===== src/rtl/mips_pkg.sv =====
// rtl/mips_pkg.sv - opcode, ALUOp and ID/EX control-bit definitions for the MIPS-32 decode stage
package mips_pkg;

  localparam logic [5:0] OP_RTYPE = 6'h00;
  localparam logic [5:0] OP_LW    = 6'h23;
  localparam logic [5:0] OP_SW    = 6'h2B;
  localparam logic [5:0] OP_BEQ   = 6'h04;
  localparam logic [5:0] OP_ADDI  = 6'h08;
  localparam logic [5:0] OP_J     = 6'h02;

  localparam logic [1:0] ALUOP_ADD   = 2'b00;
  localparam logic [1:0] ALUOP_SUB   = 2'b01;
  localparam logic [1:0] ALUOP_FUNCT = 2'b10;

  localparam int CTRL_W        = 9;
  localparam int CTRL_REGDST   = 8;
  localparam int CTRL_ALUSRC   = 7;
  localparam int CTRL_MEMTOREG = 6;
  localparam int CTRL_REGWRITE = 5;
  localparam int CTRL_MEMREAD  = 4;
  localparam int CTRL_MEMWRITE = 3;
  localparam int CTRL_BRANCH   = 2;
  localparam int CTRL_ALUOP_HI = 1;
  localparam int CTRL_ALUOP_LO = 0;

  // Opcode to ex_ctrl; j and unknown opcodes carry no EX-side control
  function automatic logic [CTRL_W-1:0] decode_ctrl(input logic [5:0] op);
    logic [CTRL_W-1:0] c;
    c = '0;
    case (op)
      OP_RTYPE: begin
        c[CTRL_REGDST]   = 1'b1;
        c[CTRL_REGWRITE] = 1'b1;
        c[CTRL_ALUOP_HI:CTRL_ALUOP_LO] = ALUOP_FUNCT;
      end
      OP_LW: begin
        c[CTRL_ALUSRC]   = 1'b1;
        c[CTRL_MEMTOREG] = 1'b1;
        c[CTRL_REGWRITE] = 1'b1;
        c[CTRL_MEMREAD]  = 1'b1;
        c[CTRL_ALUOP_HI:CTRL_ALUOP_LO] = ALUOP_ADD;
      end
      OP_SW: begin
        c[CTRL_ALUSRC]   = 1'b1;
        c[CTRL_MEMWRITE] = 1'b1;
        c[CTRL_ALUOP_HI:CTRL_ALUOP_LO] = ALUOP_ADD;
      end
      OP_BEQ: begin
        c[CTRL_BRANCH]   = 1'b1;
        c[CTRL_ALUOP_HI:CTRL_ALUOP_LO] = ALUOP_SUB;
      end
      OP_ADDI: begin
        c[CTRL_ALUSRC]   = 1'b1;
        c[CTRL_REGWRITE] = 1'b1;
        c[CTRL_ALUOP_HI:CTRL_ALUOP_LO] = ALUOP_ADD;
      end
      default: c = '0;
    endcase
    return c;
  endfunction

endpackage


===== src/rtl/register_file.sv =====
// rtl/register_file.sv - 2-read/1-write register file with write-through bypass and $0 hardwired to zero
module register_file #(
  parameter int DATA_W   = 32,
  parameter int REG_ADDR = 5
) (
  input  logic                clk,
  input  logic                rst,
  input  logic [REG_ADDR-1:0] ra1_i,
  input  logic [REG_ADDR-1:0] ra2_i,
  output logic [DATA_W-1:0]   rd1_o,
  output logic [DATA_W-1:0]   rd2_o,
  input  logic                we_i,
  input  logic [REG_ADDR-1:0] wa_i,
  input  logic [DATA_W-1:0]   wd_i
);

  localparam int NREG = 1 << REG_ADDR;

  logic [DATA_W-1:0] regs_q [NREG];
  logic              wr_en;

  assign wr_en = we_i && (wa_i != '0);

  // Storage: cleared on reset, writes to $0 dropped
  always_ff @(posedge clk) begin
    if (rst) begin
      for (int i = 0; i < NREG; i++) regs_q[i] <= '0;
    end else if (wr_en) begin
      regs_q[wa_i] <= wd_i;
    end
  end

  // Async reads; a same-cycle WB write to the read index is forwarded
  always_comb begin
    rd1_o = regs_q[ra1_i];
    rd2_o = regs_q[ra2_i];
    if (wr_en && (wa_i == ra1_i)) rd1_o = wd_i;
    if (wr_en && (wa_i == ra2_i)) rd2_o = wd_i;
    if (ra1_i == '0) rd1_o = '0;
    if (ra2_i == '0) rd2_o = '0;
  end

endmodule


===== src/rtl/decode_stage.sv =====
// rtl/decode_stage.sv - MIPS-32 ID stage: control decode, register read, load-use hazard, jump, ID/EX register
module decode_stage
  import mips_pkg::*;
#(
  parameter int DATA_W   = 32,
  parameter int REG_ADDR = 5
) (
  input  logic                clk,
  input  logic                rst,
  input  logic [31:0]         Instruccion,
  input  logic [DATA_W-1:0]   Adder,
  input  logic                flush,
  input  logic                wb_reg_write,
  input  logic [REG_ADDR-1:0] wb_write_reg,
  input  logic [DATA_W-1:0]   wb_write_data,
  output logic                stall,
  output logic                jump,
  output logic [DATA_W-1:0]   jump_address,
  output logic [CTRL_W-1:0]   ex_ctrl,
  output logic [DATA_W-1:0]   ex_adder,
  output logic [DATA_W-1:0]   ex_rd1,
  output logic [DATA_W-1:0]   ex_rd2,
  output logic [DATA_W-1:0]   ex_imm,
  output logic [REG_ADDR-1:0] ex_rt,
  output logic [REG_ADDR-1:0] ex_rd,
  output logic [5:0]          ex_funct
);

  logic [5:0]          opcode;
  logic [REG_ADDR-1:0] rs, rt, rd;
  logic [15:0]         imm;
  logic [CTRL_W-1:0]   ctrl_dec;
  logic [DATA_W-1:0]   rf_rd1, rf_rd2;
  logic                reads_rs, uses_rt;

  logic [CTRL_W-1:0]   ex_ctrl_q,  ex_ctrl_d;
  logic [DATA_W-1:0]   ex_adder_q, ex_adder_d;
  logic [DATA_W-1:0]   ex_rd1_q,   ex_rd1_d;
  logic [DATA_W-1:0]   ex_rd2_q,   ex_rd2_d;
  logic [DATA_W-1:0]   ex_imm_q,   ex_imm_d;
  logic [REG_ADDR-1:0] ex_rt_q,    ex_rt_d;
  logic [REG_ADDR-1:0] ex_rd_q,    ex_rd_d;
  logic [5:0]          ex_funct_q, ex_funct_d;

  assign opcode   = Instruccion[31:26];
  assign rs       = Instruccion[25:21];
  assign rt       = Instruccion[20:16];
  assign rd       = Instruccion[15:11];
  assign imm      = Instruccion[15:0];
  assign ctrl_dec = decode_ctrl(opcode);

  register_file #(
    .DATA_W  (DATA_W),
    .REG_ADDR(REG_ADDR)
  ) u_regfile (
    .clk  (clk),
    .rst  (rst),
    .ra1_i(rs),
    .ra2_i(rt),
    .rd1_o(rf_rd1),
    .rd2_o(rf_rd2),
    .we_i (wb_reg_write),
    .wa_i (wb_write_reg),
    .wd_i (wb_write_data)
  );

  // Which register operands the instruction in ID actually consumes
  always_comb begin
    reads_rs = 1'b0;
    uses_rt  = 1'b0;
    case (opcode)
      OP_RTYPE, OP_SW, OP_BEQ: begin
        reads_rs = 1'b1;
        uses_rt  = 1'b1;
      end
      OP_LW, OP_ADDI: reads_rs = 1'b1;
      default: ;
    endcase
  end

  // Load-use hazard against the load now in EX; a flush makes the stall moot
  always_comb begin
    stall = ex_ctrl_q[CTRL_MEMREAD] && (ex_rt_q != '0) &&
            (((ex_rt_q == rs) && reads_rs) || ((ex_rt_q == rt) && uses_rt)) &&
            !flush;
  end

  assign jump         = (opcode == OP_J) && !flush;
  assign jump_address = {Adder[DATA_W-1:DATA_W-4], Instruccion[25:0], 2'b00};

  // Next ID/EX contents; flush or stall turns the slot into a bubble
  always_comb begin
    ex_ctrl_d  = ctrl_dec;
    ex_adder_d = Adder;
    ex_rd1_d   = rf_rd1;
    ex_rd2_d   = rf_rd2;
    ex_imm_d   = {{(DATA_W-16){imm[15]}}, imm};
    ex_rt_d    = rt;
    ex_rd_d    = rd;
    ex_funct_d = Instruccion[5:0];
    if (flush || stall) ex_ctrl_d = '0;
  end

  // ID/EX pipeline register, reset to a NOP
  always_ff @(posedge clk) begin
    if (rst) begin
      ex_ctrl_q  <= '0;
      ex_adder_q <= '0;
      ex_rd1_q   <= '0;
      ex_rd2_q   <= '0;
      ex_imm_q   <= '0;
      ex_rt_q    <= '0;
      ex_rd_q    <= '0;
      ex_funct_q <= '0;
    end else begin
      ex_ctrl_q  <= ex_ctrl_d;
      ex_adder_q <= ex_adder_d;
      ex_rd1_q   <= ex_rd1_d;
      ex_rd2_q   <= ex_rd2_d;
      ex_imm_q   <= ex_imm_d;
      ex_rt_q    <= ex_rt_d;
      ex_rd_q    <= ex_rd_d;
      ex_funct_q <= ex_funct_d;
    end
  end

  assign ex_ctrl  = ex_ctrl_q;
  assign ex_adder = ex_adder_q;
  assign ex_rd1   = ex_rd1_q;
  assign ex_rd2   = ex_rd2_q;
  assign ex_imm   = ex_imm_q;
  assign ex_rt    = ex_rt_q;
  assign ex_rd    = ex_rd_q;
  assign ex_funct = ex_funct_q;

endmodule


===== config.mk =====
export PLATFORM = sky130hd
export DESIGN_NAME = decode_stage
export DESIGN_NICKNAME = d
export VERILOG_FILES = /design/src/rtl/mips_pkg.sv /design/src/rtl/register_file.sv /design/src/rtl/decode_stage.sv
export SDC_FILE = /design/constraint.sdc
export NUM_CORES = 2
export LEC_CHECK = 0
export ABC_CLOCK_PERIOD_IN_PS = 2580
export BUFFER_PORTS_ARGS = -buffer_cell sky130_fd_sc_hd__buf_2
export CORE_AREA = 4 4 452 454
export DETAILED_ROUTE_END_ITERATION = 8
export DIE_AREA = 0 0 456 458
export SYNTH_ARGS = -nofsm -noshare
export SYNTH_HDL_FRONTEND = slang
export SYNTH_HIERARCHICAL = 1
export SYNTH_SLANG_ARGS = --single-unit
export TNS_END_PERCENT = 10

===== constraint.sdc =====
create_clock -name clk -period 2.58 [get_ports clk]
set_input_delay 0.516 -clock clk [delete_from_list [all_inputs] [get_ports clk]]
set_output_delay 0.516 -clock clk [all_outputs]
set_load 0.01 [all_outputs]

==> run metrics <==
Clock Skew 0.0281 ns; Seq/Total Area, Yosys between 50% and 60%; max_slew headroom between 40% and 50%; Die ar. 209000 sq um; Post-DRT Antenna Nets 0; multiplexer share of the synthesized area around a fifth; DRC Markers 0; WP data arrival approximately 2.0 ns; crit-path max cell delay about 0.37 ns; initial drt markers 5307; simple-gate portion of the synthesized area between 10 and 15%; Most used DFF post-synth edfxtp_1; Synthesis Warnings 6; flop-to-flop setup slack around 0.21 ns; final slew viol count 0; CTS tree yes; final worst path period share a little under 100%; FF+latch count, synth between 1000 and 1500; synth top area cells edfxtp_1 51%, mux4_2 13%, and2_1 10%; Worst Tran Pin Value a little over 0.8 ns; max cap viols 0; die height between 400 and 500 microns; Clock Tree Buf Depth 3; Max H-tree Level 3; crit path kind flip-flop to output port; CP max stage cell dfxtp_4; Critical Path Sink Type output port; main combinational cell family by area after synthesis multiplexers; vias per inst roughly 5.5; peak supply drop 0.509 mV; Worst-path clk slew 0.07 ns; Initial Util 30.0%; GRT overflow 0; Synth Area in XOR/XNOR less than 1%; number of fill cells in the layout roughly 19000; area of the core about 200000 sq um; Root Driver clkbuf_16; power per cell area 641 nW/um^2; largest net degree at the start of global routing 70; Synth Area in Adders 0%; DP Wirelength around 160 mm; hold slack final approximately 0.074 ns; initial antenna violation count 19; width of the die approximately 460 microns; CP Buf/Inv Count 1; leading cell type in the layout, fill and taps excluded edfxtp_1; vias in the first global route slightly above 40000; synthesized area approximately 60000 sq um; dpl cell area between 60000 and 70000 sq um; Required @ worst endpoint 2.06 ns; synthesis-to-layout area growth 21.9%; first-pass GRT wire length 318 mm; # IOs approximately 290; crit start category flip-flop; RSZ-0062 raised after global routing no; Port Buffer Count 289; CP Cell Sequence xnor2_2 -> nand3_2 -> nor4b_4 -> o21ba_4 -> buf_6; run status finished, final reports clean; gr usage total between 20% and 30%; Worst-Skew Late Latency about 0.77 ns; P_leak between 20 and 30 nW; DR WL/cell 29.9 microns; Final Instance Area 72900 sq um; Placer Congestion 0.900; compound-cell area share of the yosys netlist under 10%; Mapped Cells about 4300; Fin. Hold Viols 0; crit-path leading delay family simple AND/OR/NAND/NOR gates; clock sinks ~1100; top cell type by total area after synthesis edfxtp_1; Final nets ~5000; achievable frequency approximately 400 MHz; Synth cell types between 70 and 80; # setup viols final 0; worst min path class input port to flip-flop; Critical Path Fanout Max 4; Num CTS Buffers between 100 and 150; layout cells sized above 1 about 31%; Placed Cells 7300; drt pass-1 iters 5; most frequent cells in the layout 1024 x edfxtp_1, 962 x and2_1, 396 x buf_4; EDFF count, synth 1024; final worst path period need about 2.5 ns; final wirelength 227 mm; vias 41576; syn_area_per_cell 14.0 sq um; Synth async-reset ratio 0%; row count about 160; fin cells around 7600; post-synth top area share approximately 51%
==> state kept, by name (all words and copies together) (netlist names) <==
| signal | count |
|---|---|
| ex_rt | 5 |
| ex_imm | 16 |
| ex_rd1 | 32 |
| ex_adder | 32 |
| ex_rd2 | 32 |
| ex_ctrl | 8 |
| u_regfile/regs_q | 1024 |
==> repair_timing <==
action / 4_1_cts / 5_1_grt
pin swaps: 5 / 6
hold endpoints to repair: 47 / 0
setup buffers: 1 / 1
gates resized for setup: 9 / 11
endpoints found under the setup margin: 1 / 1
hold buffers: 47 / 0
==> report_power, final <==
part	switching, W	total [W]	internal, W
Clock	0.00774	0.0184	0.0106
Combinational	0.00357	0.00641	0.00284
Sequential	0.000655	0.0220	0.0213
Total	0.0120	0.0467	0.0348
==> cells in the mapped netlist, types with 8 or more instances <==
master    instances
and3_1           14
buf_1            11
nor2_1           66
o221ai_1         33
edfxtp_1       1024
nor2b_1         125
mux2i_1         334
nor3_1           52
dfxtp_1         125
a211oi_1         45
buf_6            31
xnor2_1          13
a32o_1           32
buf_4            81
or2_2            34
a21oi_1          82
mux4_2          356
a221oi_1         35
nand4_1           9
a22o_1            8
a22oi_1          66
mux4_1            9
clkbuf_1        306
and2_1          962
o22ai_1          37
mux2_2           35
nand2b_1          9
nand3_1           9
nand2_1         132
a221o_1          12
buf_2            63
o21ai_0          28
==> final cells by class <==
cell class                      count  area (sq um)  area share [%]
Multi-Input combinational cell   2670         24500            33.5
Sequential cell                  1149         33300            45.6
Clock buffer                      145          3170            4.34
Clock inverter                     79           922            1.26
Inverter                            4          15.0          0.0206
Tap cell                         2656          3320            4.56
Timing Repair Buffer              870          7740            10.6
Antenna cell                        9          22.5          0.0309
==> routing by layer <==
| metal | vias up | part of all wire (%) | global-route usage [%] |
|---|---|---|---|
| met5 | - | 0.046 | 0.367 |
| met4 | 2 | 5.2 | 10.2 |
| met3 | 490 | 9.1 | 3.86 |
| met2 | 2494 | 47 | 34.8 |
| met1 | 21442 | 38 | 26.7 |
| li1 | 17148 | - | - |
==> path summary, 6_finish.rpt <==
| path | start | end | cells past startpoint |
|---|---|---|---|
| max | ex_rt[1]$_SDFF_PP0_ | stall | 5 |
| min | Adder[31] | ex_adder[31]$_SDFF_PP0_ | 2 |
| max reg2reg | u_regfile/regs_q[21][2]$_SDFFCE_PN0P_ | ex_rd2[2]$_SDFF_PP0_ | 6 |
| min reg2reg | u_regfile/regs_q[21][0]$_SDFFCE_PN0P_ | ex_rd2[0]$_SDFF_PP0_ | 5 |
==> cell families (layout without fill, tap and decap cells) <==
group | after synthesis | after routing
multiplexers | 737 | 737
other | 2 | 43
AO/OA/AOI/OAI | 433 | 433
flip-flops | 1149 | 1149
buffers and inverters | 497 | 1098
AND/OR/NAND/NOR | 1446 | 1446
XOR/XNOR | 20 | 20
==> metrics by stage <==
stage / power [W] / setup WS, ns / setup TNS (ns) / utilization, %
after floorplan: 0.0254 / 0.113 / 0 / -
after global placement: 0.0285 / -0.598 / -34.16 / 34.2
after detailed placement: 0.0286 / -0.587 / -29.25 / 34.2
after CTS: 0.0469 / -0.0238 / -0.0238 / 36.5
after global routing: 0.0480 / 0.00770 / 0 / 36.5
final: 0.0467 / 0.0654 / 0 / 36.5
(Power assumes the default switching activity.)
